--- config.mk ---
export PLATFORM = sky130hd
export DESIGN_NAME = train_mover
export DESIGN_NICKNAME = d
export VERILOG_FILES = /design/src/rtl/train_pkg.sv /design/src/rtl/train_mover.sv
export SDC_FILE = /design/constraint.sdc
export NUM_CORES = 1
export LEC_CHECK = 0
export CAP_MARGIN = 0
export CORE_AREA = 2 2 39 41
export CTS_CLUSTER_DIAMETER = 50
export DETAILED_ROUTE_END_ITERATION = 6
export DIE_AREA = 0 0 41 43
export HOLD_SLACK_MARGIN = 0.03
export PLACE_DENSITY = 0.57
export REMOVE_ABC_BUFFERS = 1
export SETUP_SLACK_MARGIN = 0.1
export SKIP_CTS_REPAIR_TIMING = 1
export SLEW_MARGIN = 20
export SYNTH_ARGS = -nofsm -noshare
export SYNTH_HDL_FRONTEND = slang
export SYNTH_SLANG_ARGS = --single-unit
--- constraint.sdc ---
create_clock -name clk -period 2 [get_ports clk]
set_input_delay 0.3 -clock clk [delete_from_list [all_inputs] [get_ports clk]]
set_output_delay 0.3 -clock clk [all_outputs]
set_load 0.05 [all_outputs]
--- src/rtl/train_pkg.sv ---
// Shared direction codes, ring geometry and block-membership helper for the track model.
package train_pkg;

  typedef enum logic [1:0] {
    DIR_STOP  = 2'b00,
    DIR_FWD   = 2'b01,
    DIR_REV   = 2'b10,
    DIR_BRAKE = 2'b11
  } dir_e;

  localparam logic [3:0] POS_JUNC_ENTRY = 4'd11;
  localparam logic [3:0] POS_BLOCK_LO   = 4'd12;
  localparam logic [3:0] POS_BLOCK_HI   = 4'd15;
  localparam logic [3:0] POS_EXIT       = 4'd0;
  localparam int         RING_LEN       = 16;

  // Positions 12..15 form the shared junction block; 15 is the top of the 4-bit ring.
  function automatic logic in_block(input logic [3:0] p);
    return p >= POS_BLOCK_LO;
  endfunction

endpackage

--- src/rtl/train_mover.sv ---
// One train: step counter plus ring position, with gated entries into the junction block.
module train_mover
  import train_pkg::*;
#(
  parameter int         STEP_CYCLES = 4,
  parameter logic [3:0] START       = 4'd2
) (
  input  logic       clk,
  input  logic       rst,
  input  logic [1:0] dir,
  input  logic       fwd_gate,
  input  logic       rev_gate,
  output logic [3:0] pos
);

  localparam int            CW   = (STEP_CYCLES > 1) ? $clog2(STEP_CYCLES) : 1;
  localparam logic [CW-1:0] TERM = CW'(STEP_CYCLES - 1);

  logic [CW-1:0] cnt;
  logic          fwd;
  logic          rev;
  logic          permit;

  always_comb begin
    fwd    = (dir == DIR_FWD);
    rev    = (dir == DIR_REV);
    permit = 1'b1;
    if (fwd && pos == POS_JUNC_ENTRY) permit = fwd_gate;
    if (rev && pos == POS_EXIT)       permit = rev_gate;
  end

  // A closed gate parks the counter at terminal count so the move fires on the first open edge.
  always_ff @(posedge clk) begin
    if (rst) begin
      pos <= START;
      cnt <= '0;
    end else if (fwd || rev) begin
      if (cnt == TERM) begin
        if (permit) begin
          pos <= fwd ? pos + 4'd1 : pos - 4'd1;
          cnt <= '0;
        end
      end else begin
        cnt <= cnt + CW'(1);
      end
    end
  end

endmodule

# == Word-level counts from Yosys, hierarchy flattened ==
# Index checks and enable logic that the tools add are counted.
# totals
word_cells,21
in_bits,6
register_bits,6
out_inout_bits,4
# op_classes
n_addsub,3
n_eq_ne,5
reduce_logical,6
n_mux,5
# ops
cell,n
4-bit by 1-bit adder with 4-bit output (second input constant),1
2-bit == test (second input constant),2
4-bit == test (second input constant),1
4-bit logical NOT,1
2-bit 2-to-1 mux,2
4-bit 2-to-1 mux,1
4-bit by 1-bit subtractor with 4-bit output (second input constant),1
3-bit AND reduction,1
2-bit by 1-bit adder with 2-bit output (second input constant),1
2-bit by 1-bit == test with 1-bit output (second input constant),1
1-bit logical AND,2
1-bit 2-to-1 mux,2
2-bit != test (second input constant),1
2-bit AND reduction,1
1-bit logical OR,1

# == Logic depth before layout (Yosys ltp) ==
# depth
depth_word,6
mapped_depth,8
mapped_depth_nobuf,8

# == Worst setup path before layout ==
# Ideal clock, no wire load.
# synth_path
path_type,reg2reg
startpoint,reg pos[0]
endpoint,reg pos[3]
setup_time_ns,0.121
t_arrival_ns,1.792
required_time_ns,1.879
period_less_slack_ns,1.913
n_path_buf,0
stages_incl_launch_ff,6
path_slack_ns,0.087
path_cell_list,dfxtp_1 > or4bb_1 > o22ai_2 > nor3b_2 > o221ai_2 > mux2_4
# synth_via
elab_chain_cells,5
word_cells_on_any_way,10
classes_between,add/sub: 2; eq/ne: 1; mux: 3; reduce/logical: 4
# synth_lines
element,line_no,source
from (decl),train_mover.sv:13,output logic [3:0] pos
from (signal assigned),train_mover.sv:40,pos <= fwd ? pos + 4'd1 : pos - 4'd1;
4-bit == test,train_mover.sv:28,if (fwd && pos == POS_JUNC_ENTRY) permit = fwd_gate;
1-bit logical AND,train_mover.sv:28,
1-bit 2-to-1 mux,train_mover.sv:28,
1-bit 2-to-1 mux,train_mover.sv:29,if (rev && pos == POS_EXIT) permit = rev_gate;
3-bit AND reduction (no source line),--,
# Several ways; a longest one is shown, not always the timed one.
# A chain may end at the register's enable or synchronous reset.

# == Final worst setup path ==
# layout_path
startpoint,reg pos[2]
endpoint,out pos[2]
# No word-level cell between the ends.

==> flow_summary.json <==
{
  "die_w_um": 41,
  "track_usage": 0.106,
  "cpLargestDelayFamily": "buffers and inverters",
  "syn_avg_cell_area_um2": 9.31,
  "critPathKind": "reg -> out",
  "switching_power_mw": 0.0781,
  "ys_top_cells_by_area": "dfxtp_1 (27%), ha_1 (17%), xnor2_1 (5.9%)",
  "maxCapViolCount": 0,
  "path_cells": "clkdlybuf4s50_1",
  "max_slew.worst_pin.slew_ps": 498,
  "switching_share": 0.248,
  "ctsLongestPathBuffers": 2,
  "drt_iter0_drc": 1,
  "initial_core_util": 0.323,
  "fmax_ghz": 0.545,
  "tns_ps": 0,
  "die_height_um": 43,
  "pwr-share-clk": 0.333,
  "htreeDepth": 1,
  "end_kind": "output pin",
  "cp-start-kind": "register",
  "p_comb_frac": 0.247,
  "whs_ps": 469,
  "ys_ff_latch": 6,
  "yosys.area.top_type": "dfxtp_1",
  "p_seq_frac": 0.419,
  "hold_viol_final": 0,
  "antenna_found_initial": 0,
  "drive_gt1_frac": 0.299,
  "dp_hpwl_um": 687,
  "numCtsBuffers": 3,
  "synthAdderAreaFrac": 0.168,
  "worstPathArrival_ps": 1540,
  "critPathBufInv": 1,
  "grt_max_degree": 8,
  "syn_inst": 48,
  "status": "finished clean",
  "period_minus_slack_ps": 1840,
  "ir_drop_mv": 0.307,
  "synthDistinctLibCells": 20,
  "dp_slack_ps": -275,
  "overflow": 0,
  "grt_pass1_vias": 347,
  "vias_per_cell": 4.75,
  "finalPower_mw": 0.315,
  "ys_warn_count": 0,
  "nets": 81,
  "wl_per_cell_um": 10.7,
  "cp_slowest_stage_delay_ps": 850,
  "fin_ws_ps": 165,
  "synth_xor_area_frac": 0.0588,
  "wirelength_um": 888,
  "netlist_area_um2": 447,
  "p_leak_nw": 0.281,
  "gp_congestion": 0.617,
  "cts.clk_slew.worst_paths_ps": 40,
  "cts_sinks": 6,
  "cp_slowest_cell": "clkdlybuf4s50_1",
  "root_buffer": "clkbuf_4",
  "rsz0062_at_grt": "no",
  "synth_top_family_by_area": "simple AND/OR/NAND/NOR gates",
  "slew_headroom": 0.667,
  "synthSimpleGateAreaFrac": 0.246,
  "hold_class": "reg -> reg",
  "placed_area_um2": 609,
  "synth-compound-area-share": 0.146,
  "ios": 10,
  "setup_violations": 0,
  "dr.pass1.iters": 2,
  "rows": 14,
  "cp.required_ps": 1700,
  "grt_pass1_wl_um": 1300,
  "synth.yosys.seq_area_share": 0.269,
  "post-route-period-util": 0.918,
  "fin_skew_ps": 1.31,
  "area_delta_synth_final_pct": 48.5,
  "synth_mux_area_frac": 0.0784,
  "drv_slew": 0,
  "num_antenna_cells": 0,
  "postRouteAntennaNets": 0,
  "vias": 394,
  "power.density_nw_per_um2": 474,
  "post-route-drc-count": 0,
  "netlist.area_leader.share": 0.269,
  "cts_tree": "yes",
  "port_buffers": 9,
  "finish.instance_area_um2": 663,
  "clkLatencyLatePin_ps": 230,
  "power.internal_mw": 0.236,
  "cp_max_fo": 5,
  "core-area_um2": 1380,
  "die-area_um2": 1760
}
logic make-up (layout without fill, tap and decap cells):
kind of cell             count (synthesis)  in the layout
multiplexers                             3              3
flip-flops                               6              6
AO/OA/AOI/OAI                            8              8
adder cells (fa/ha/maj)                  6              6
buffers and inverters                    4             23
AND/OR/NAND/NOR                         18             18
XOR/XNOR                                 3              3
power groups by stage:
stage               Sequential [mW]  Combinational, mW  Clock (mW)
finish                        0.132             0.0778       0.105
global route                  0.132             0.0854       0.115
CTS                           0.132             0.0735       0.110
detailed placement            0.134             0.0729           0
global placement              0.134             0.0721           0
floorplan                     0.137             0.0379           0
layer usage:
layer | global-route usage | up-vias | routed length [µm]
li1 | - | 211 | -
met1 | 0.143 | 177 | 414
met2 | 0.153 | 6 | 446
met3 | 0.0157 | 0 | 27
met4 | 0.0600 | 0 | 0
met5 | 0 | - | 0
flip-flops by register name (all words and copies together), names as in the netlist:
| signal | count |
|---|---|
| pos | 4 |
| cnt | 2 |
metrics by stage:
step / util / cells
global route: 0.479 / 83
finish: 0.479 / 83
floorplan: - / 48
global placement: 0.440 / 80
CTS: 0.457 / 83
detailed placement: 0.440 / 80
final cells by class:
| class | instances | area, µm² |
|---|---|---|
| repair buffers | 16 | 150 |
| clock buffers | 3 | 22.5 |
| inverters | 4 | 15.0 |
| well taps | 16 | 20.0 |
| flip-flops and latches | 6 | 120 |
| fillers | 144 | 721 |
| multi-input cells | 38 | 335 |
cell usage after synthesis:
| master | n |
|---|---|
| o22ai_2 | 1 |
| xnor2_1 | 3 |
| nand2b_1 | 2 |
| inv_1 | 4 |
| dfxtp_1 | 6 |
| o21ai_1 | 1 |
| a31oi_1 | 1 |
| nor2b_1 | 2 |
| a31o_1 | 1 |
| a211oi_1 | 1 |
| mux2i_1 | 2 |
| nor3b_2 | 2 |
| o221ai_2 | 1 |
| nand2_1 | 3 |
| nor2_1 | 6 |
| a21oi_1 | 2 |
| mux2_4 | 1 |
| ha_1 | 6 |
| or4bb_1 | 1 |
| or4_1 | 2 |
cells in the final DEF (no fill, tap or decap):
cell / count
nor2b_1: 2
nor2_1: 6
clkbuf_4: 3
buf_4: 7
a211oi_2: 1
mux2i_1: 2
clkdlybuf4s50_1: 6
ha_4: 1
a21oi_2: 1
nor3b_2: 2
inv_1: 3
ha_2: 1
xnor2_1: 3
nand2_1: 3
a21oi_1: 1
a31oi_1: 1
a31o_1: 1
or4bb_1: 1
dfxtp_1: 6
or4_1: 2
mux2_4: 1
inv_2: 1
o21ai_1: 1
ha_1: 4
dlymetal6s2s_1: 3
nand2b_1: 2
o22ai_2: 1
o221ai_2: 1
path summary, 6_finish.rpt:
path,startpoint,endpoint,slack [ps],depth (start not counted)
setup reg to reg,pos[0],pos[3],230,5
hold / removal,cnt[0],cnt[0],470,2
setup / recovery,pos[2],pos[2],160,1
hold reg to reg,cnt[0],cnt[0],470,2
Power figures use the tool's default switching activity.
